## src/rtl/counter_sched.sv

```systemverilog
// -----------------------------------------------------------------------------
// counter_sched
//
// Programmable controller sequencing an up-counter. A configuration (terminal
// count, prescale divider, one-shot/periodic mode) is accepted through a
// valid/ready handshake while the controller is idle or done. The count is
// then started, paused, resumed and stopped on command. A one-cycle tick
// reports every terminal-count step. After reset the block behaves as a
// free-running wrap-around counter (limit all ones, prescale 0, periodic).
//
// Ports:
//   clk           system clock, all state changes on the rising edge
//   reset         asynchronous, active-high reset
//   cfg_valid     configuration offer
//   cfg_ready     configuration can be accepted (IDLE or DONE)
//   cfg_limit     terminal count
//   cfg_prescale  one count step every cfg_prescale+1 cycles
//   cfg_periodic  1 = reload at terminal count, 0 = one-shot
//   start         begin a run, or resume from HOLD
//   stop          pause a run, or abort from HOLD (wins over start)
//   value         current count
//   busy          high while running
//   tick          one-cycle pulse after each terminal-count step
//   done          high while in DONE (one-shot finished)
// -----------------------------------------------------------------------------
module counter_sched #(
  parameter int WIDTH      = 8,
  parameter int PRESCALE_W = 4
) (
  input  logic                  clk,
  input  logic                  reset,
  input  logic                  cfg_valid,
  output logic                  cfg_ready,
  input  logic [WIDTH-1:0]      cfg_limit,
  input  logic [PRESCALE_W-1:0] cfg_prescale,
  input  logic                  cfg_periodic,
  input  logic                  start,
  input  logic                  stop,
  output logic [WIDTH-1:0]      value,
  output logic                  busy,
  output logic                  tick,
  output logic                  done
);

  typedef enum logic [1:0] {
    S_IDLE = 2'd0,
    S_RUN  = 2'd1,
    S_HOLD = 2'd2,
    S_DONE = 2'd3
  } state_e;

  state_e                state_q, state_d;
  logic [WIDTH-1:0]      value_q, value_d;
  logic [PRESCALE_W-1:0] pcnt_q, pcnt_d;
  logic [WIDTH-1:0]      limit_q, limit_d;
  logic [PRESCALE_W-1:0] prescale_q, prescale_d;
  logic                  periodic_q, periodic_d;
  logic                  tick_q, tick_d;

  logic cfg_xfer;
  logic step;

  // Configuration is only accepted while no run is in progress.
  assign cfg_ready = (state_q == S_IDLE) || (state_q == S_DONE);
  assign cfg_xfer  = cfg_valid && cfg_ready;

  // The prescale counter reaching the divider marks a count step.
  assign step = (pcnt_q == prescale_q);

  always_comb begin
    // NOTE: every combinational output gets a default first so that no path
    // through the case statement leaves a signal unassigned (no latches).
    state_d    = state_q;
    value_d    = value_q;
    pcnt_d     = pcnt_q;
    limit_d    = limit_q;
    prescale_d = prescale_q;
    periodic_d = periodic_q;
    tick_d     = 1'b0;

    if (cfg_xfer) begin
      limit_d    = cfg_limit;
      prescale_d = cfg_prescale;
      periodic_d = cfg_periodic;
    end

    unique case (state_q)
      S_IDLE, S_DONE: begin
        if (start && !stop) begin
          // Launch uses limit_d/prescale_d, so a same-edge config applies.
          state_d = S_RUN;
          value_d = '0;
          pcnt_d  = '0;
        end else if (cfg_xfer) begin
          // Accepting a config in DONE clears done; value is kept.
          state_d = S_IDLE;
        end
      end

      S_RUN: begin
        if (stop) begin
          // Pause: value and prescale phase freeze, no step on this edge.
          state_d = S_HOLD;
        end else if (step) begin
          pcnt_d = '0;
          if (value_q == limit_q) begin
            tick_d = 1'b1;
            if (periodic_q) begin
              value_d = '0;
            end else begin
              state_d = S_DONE;
            end
          end else begin
            value_d = value_q + 1'b1;
          end
        end else begin
          pcnt_d = pcnt_q + 1'b1;
        end
      end

      S_HOLD: begin
        if (stop) begin
          state_d = S_IDLE;
          value_d = '0;
          pcnt_d  = '0;
        end else if (start) begin
          // Resume with the preserved phase so the cadence is unbroken.
          state_d = S_RUN;
        end
      end

      default: state_d = S_IDLE;
    endcase
  end

  // NOTE: state registers use non-blocking assignments so every register
  // samples the values from before the edge, independent of block order.
  always_ff @(posedge clk or posedge reset) begin
    if (reset) begin
      state_q    <= S_IDLE;
      value_q    <= '0;
      pcnt_q     <= '0;
      limit_q    <= '1;
      prescale_q <= '0;
      periodic_q <= 1'b1;
      tick_q     <= 1'b0;
    end else begin
      state_q    <= state_d;
      value_q    <= value_d;
      pcnt_q     <= pcnt_d;
      limit_q    <= limit_d;
      prescale_q <= prescale_d;
      periodic_q <= periodic_d;
      tick_q     <= tick_d;
    end
  end

  assign value = value_q;
  assign busy  = (state_q == S_RUN);
  assign done  = (state_q == S_DONE);
  assign tick  = tick_q;

endmodule

```

## config.mk

```make
export PLATFORM = sky130hd
export DESIGN_NAME = counter_sched
export DESIGN_NICKNAME = d
export VERILOG_FILES = /design/src/rtl/counter_sched.sv
export SDC_FILE = /design/constraint.sdc
export NUM_CORES = 1
export LEC_CHECK = 0
export CAP_MARGIN = 20
export CORE_MARGIN = 8
export CORE_UTILIZATION = 26
export DETAILED_ROUTE_END_ITERATION = 10
export PLACE_DENSITY_LB_ADDON = 0.05
export SYNTH_ARGS = -nofsm -noshare
export SYNTH_HDL_FRONTEND = slang
export SYNTH_SLANG_ARGS = --single-unit
```

## constraint.sdc

```tcl
create_clock -name clk -period 2.48 [get_ports clk]
set_clock_uncertainty 0.15 [all_clocks]
set_input_delay 0.248 -clock clk [delete_from_list [all_inputs] [get_ports clk]]
set_output_delay 0.248 -clock clk [all_outputs]
set_load 0.01 [all_outputs]
```

* Yosys cells after proc, flatten, opt, wreduce, memory -nomap -nowiden
Cells that the tools add are included.
Cells by class: add/sub/neg operators 2, equality and inequality tests 15, muxes and demuxes 25, reduce and logical (&&, ||, !) cells 9
Operators with widths (number):
- two-way mux 8 bit | 6
- one-hot mux 8 bit (3 select lines) | 1
- two-way mux 2 bit | 8
- two-way mux 4 bit | 4
- inequality test 3 bit, second input constant | 4
- one-hot mux 4 bit (3 select lines) | 1
- AND reduction 5 bit | 2
- adder 8 x 1 -> 8 bit, second input constant | 1
- == test 8 bit | 1
- inequality test 2 bit, second input constant | 3
- inequality test 3 x 2 -> 1 bit, second input constant | 2
- one-hot mux 2 bit (3 select lines) | 1
- adder 4 x 1 -> 4 bit, second input constant | 1
- == test 2 bit, second input constant | 2
- == test 4 bit | 1
- two-way mux 1 bit | 4
- AND reduction 3 bit | 1
- == test 2 x 1 -> 1 bit, second input constant | 1
- logical AND 1 bit | 2
- logical NOT 2 bit | 1
- inequality test 2 x 1 -> 1 bit, second input constant | 1
- OR reduction 2 bit | 1
- logical NOT 1 bit | 1
- logical OR 1 bit | 1
Word-level totals: flip-flop bits (word level) 28, input bits 18, output and inout port bits 12, logic and storage cells 58

* Longest topological paths before layout
Gate-level depths: netlist (run 1).
depth after elaboration 6, mapped depth 8, mapped depth without buffers 7

* Worst setup path after synthesis (run 1)
OpenSTA, ideal clock, no wires.
path type flip-flop to flip-flop, start point register state_q[1], end point register value_q[4], in the netlist value[4], setup time 126 ps, data arrival time 1813 ps, data required time 2204 ps, path slack 390 ps, stages on the path, launching flop included 9, path buffers 1, period minus slack after synthesis 2090 ps, path through dfrtp_1 -> inv_1 -> ha_1 -> buf_2 -> nor2_1 -> a22oi_2 -> a21oi_2 -> o31ai_4 -> a221o_1
On the way: elaborated cells on any way between the ends 12, classes of those cells 8 x eq/ne; 1 x mux; 3 x reduce/logical
RTL lines:
- start: declaration | RTL line 52 | state_e state_q, state_d;
- start signal: assignment | RTL line 148 | state_q <= state_d;
- == test 2 x 1 -> 1 bit *
- via busy | RTL line 40 | output logic busy,
- inequality test 3 bit (no line), or another cell as far along
- AND reduction 5 bit (no line)
- end signal: assignment | RTL line 149 | value_q <= value_d;
- end: declaration | RTL line 53 | logic [WIDTH-1:0] value_q, value_d;
Mark *: on every way through the listed nets, which the timed path passes. The rest lies on a longest branch. A chain may end at the register's enable or synchronous reset.

* Final worst setup path (run 1)
start point register state_q[0], end point register value_q[7], in the netlist value[7]
On the way: word-level cells in the longest chain between the ends 4, elaborated cells on any way between the ends 12, classes of those cells 8 x eq/ne; 1 x mux; 3 x reduce/logical
RTL lines:
- == test 2 bit / logical NOT 2 bit (equally long branches) | RTL line 87 | unique case (state_q)
- OR reduction 2 bit | RTL line 87
- inequality test 2 bit (no line)
- AND reduction 5 bit (no line)
Parallel ways exist; a longest one is shown, timed or not.

==> results.cfg, run 1 <==
[clock_network]
clk_path_buf_depth = 2
tritoncts = done
path_clk_slew_ns = 0.10
numCtsBuffers = 3
cts_num_sinks = 28
ctsHoldBuffers = 0
cts-root-buf = clkbuf_8
post_cts_buffers = 0
insertion_delay_ns = 0.28
cts_htree_levels = 1
ctsResizeCount = 0

[cells_and_area]
num_antenna_cells = 0
layout.nets = 198
final_util_pct = 34.7
fin_area_sq_um = 2060
areaGrowthSynthToFinish_pct = 28.7
num-fill-cells = 622
drive_above_1_share_pct = 25.9

[detailed_routing]
drtAntennaViolNets = 0
vias = 1159
firstDrtPassIters = 4
drt_iter0_markers = 66
routed.top_layer = met4
via_per_inst = 4.65
drc = 0
wl_microns = 3750
wl_met3_microns = 196
wl_per_cell_microns = 15.1
met1_length_microns = 1770
dr_wl_met2_microns = 1760

[placed_design]
place_congestion = 0.752
dp_hpwl_microns = 2940
numPortBuffers = 29
dpl_cell_area_sq_um = 2010

[grt]
grt_pass1_wl_microns = 6310
grt-ovfl-total = 0
grtUsageTotal_pct = 9.00
grt_pass1_vias = 1271
grt_max_degree = 29
antenna_found_initial = 0

[synth]
async_reset_ff_share_pct = 100
synth_top_area_cell = dfrtp_1
syn_nets = 162
syn_inst = 139
yosys-top-cells-area = dfrtp_1, dfstp_2, mux2_2
synth.most_common_cell = dfrtp_1
yosysSeqAreaShare_pct = 44.4
yosys.area.top_type_share_pct = 29.6
syn_avg_cell_area_sq_um = 11.5
yosys.cell_types.count = 45
synth-seq-cells = 28
synth-edff-count = 0
synth-main-ff-cell = dfrtp_1
synth_area_sq_um = 1600
yosysWarnings = 0
synth_top_cells_by_count = dfrtp_1, mux2_2, nand2_1

[worst_setup_path]
critPathArrivalTime_ns = 2.17
startpoint_type = register
cp_cell_sequence = inv_1, ha_1, nor2_1, a22oi_2, a21oi_2, o31ai_4, a221o_1
path_buf_inv = 1
rr_worst_depth = 7
worstSetupEndpointType = register
crit_type = register to register
critical-path-slowest-cell = dfrtp_1
cp.required_ns = 2.50
critPathTopFamily = compound AO/OA/AOI/OAI gates
slowest_delay_ns = 0.39
crit_fanout = 7
r2r_end = value[7]
crit_start = state_q[0]
r2r-start = state_q[0]
regToRegSetupSlack_ns = 0.33

[power_and_ir_drop]
comb_power_share_pct = 46.3
p_clk_share_pct = 14.3
power_per_cell_area_nw_per_um2 = 1010
ir_worst_vdd_uv = 300
switchingPower_mw = 0.792
p_leak_nw = 0.878
p_seq_share_pct = 39.4
intPower_mw = 1.29
switching_share_pct = 38.1

[sta]
fin_crit_sh_pct = 86.5
setup_violations = 0
final.min_clock_period_ns = 2.15
rsz0062_at_grt = false
tightest_slew_ns = 0.571
drv_slew = 0
maxSlewHeadroom_pct = 61.9
tns_ns = 0
hold_viol = 0
fmax_mhz = 466

[floorplan]
io_pins = 30
dieArea_sq_um = 8940
placement_rows = 28
die-width_microns = 94.5
core-area_sq_um = 5960
die_h_microns = 94.5
start_util_pct = 26.9

[hold_path]
hp-class = input port to asynchronous set/reset pin

[outcome]
status = finished clean

[job]
max-cap-violations = 0
routing by layer:
metal / track usage, % / vias up
met5: 0 / -
met2: 14.9 / 22
met1: 11.1 / 563
li1: - / 572
met3: 2.46 / 2
met4: 2.73 / 0
layout make-up:
class	instances	area [sq um]	area share (%)
repair buffers	33	320	15.5
inverters	6	22.5	1.09
well taps	75	93.8	4.55
multi-input cells	103	861	41.7
clock buffers	4	55.1	2.67
flip-flops and latches	28	712	34.5
kinds of logic (layout without fill, tap and decap cells):
kind of cell,after synthesis,after routing,synth area share (%)
buf+inv,8,43,1.95
compound gates,22,22,12.7
simple gates,48,48,18.4
xor+xnor,12,12,7.49
flops,28,28,44.4
mux,16,16,11.2
fa+ha+maj,5,5,3.90
metrics by stage:
stage / power, mW / worst slack [ns] / hold slack (ns) / std cells
5_1_grt: 2.24 / 0.208 / 0.230 / 249
3_3_place_gp: 1.79 / 0.369 / 0.375 / 245
3_5_place_dp: 1.81 / 0.340 / 0.381 / 245
6_report: 2.08 / 0.334 / 0.179 / 249
2_1_floorplan: 1.51 / 0.390 / 0.157 / 139
4_1_cts: 2.11 / 0.316 / 0.187 / 249
cell usage in the layout, fill, tap and decap left out, types with 2 or more instances in the layout:
master           count
clkdlybuf4s50_1     29
dfrtp_1             19
mux2_2              15
nand2_1             11
dfstp_2              9
nor2_1               8
inv_1                6
xor2_1               6
a221o_1              5
ha_1                 5
xnor2_1              4
nand3_1              4
and3_1               4
clkbuf_8             4
buf_4                4
nand2b_1             3
nor3_1               3
xnor2_2              2
or3_1                2
a22o_1               2
o21ai_1              2
a21o_1               2
o21ai_0              2
worst min-delay path, stage by stage:
cell	delay, ns
clkdlybuf4s50_1	0.39
inv_1	0.05
buf_4	0.34
state kept, by name (all words and copies together) (netlist names):
| register | count |
|---|---|
| tick | 1 |
| value | 8 |
| periodic_q | 1 |
| prescale_q | 4 |
| limit_q | 8 |
| pcnt_q | 4 |
| state_q | 2 |
worst max-delay path by stage:
stage	cells after the start	slack, ns	to
finish	7	0.33	value[7]
global route	7	0.21	value[7]
CTS	7	0.32	value[7]
detailed placement	7	0.34	value[4]
global placement	7	0.37	value[7]
floorplan	8	0.39	value[4]
power by group through the flow:
stage | sequential, mW | clock (mW) | combinational [mW]
after floorplan | 0.793 | 0 | 0.714
after global placement | 0.829 | 0 | 0.958
after detailed placement | 0.834 | 0 | 0.976
after CTS | 0.824 | 0.311 | 0.978
after global routing | 0.846 | 0.328 | 1.06
final | 0.818 | 0.298 | 0.962
Power figures use the tool's default switching activity.
==> inputs of run 2 (changes only) <==
--- a/config.mk
+++ b/config.mk
@@ -9,6 +9,7 @@
 export CORE_MARGIN = 8
 export CORE_UTILIZATION = 26
 export DETAILED_ROUTE_END_ITERATION = 10
+export HOLD_SLACK_MARGIN = 0.02
 export PLACE_DENSITY_LB_ADDON = 0.05
 export SYNTH_ARGS = -nofsm -noshare
 export SYNTH_HDL_FRONTEND = slang
==> results of run 2 <==
Same layout as run 1: the final DEF is identical, and so are final timing and power.
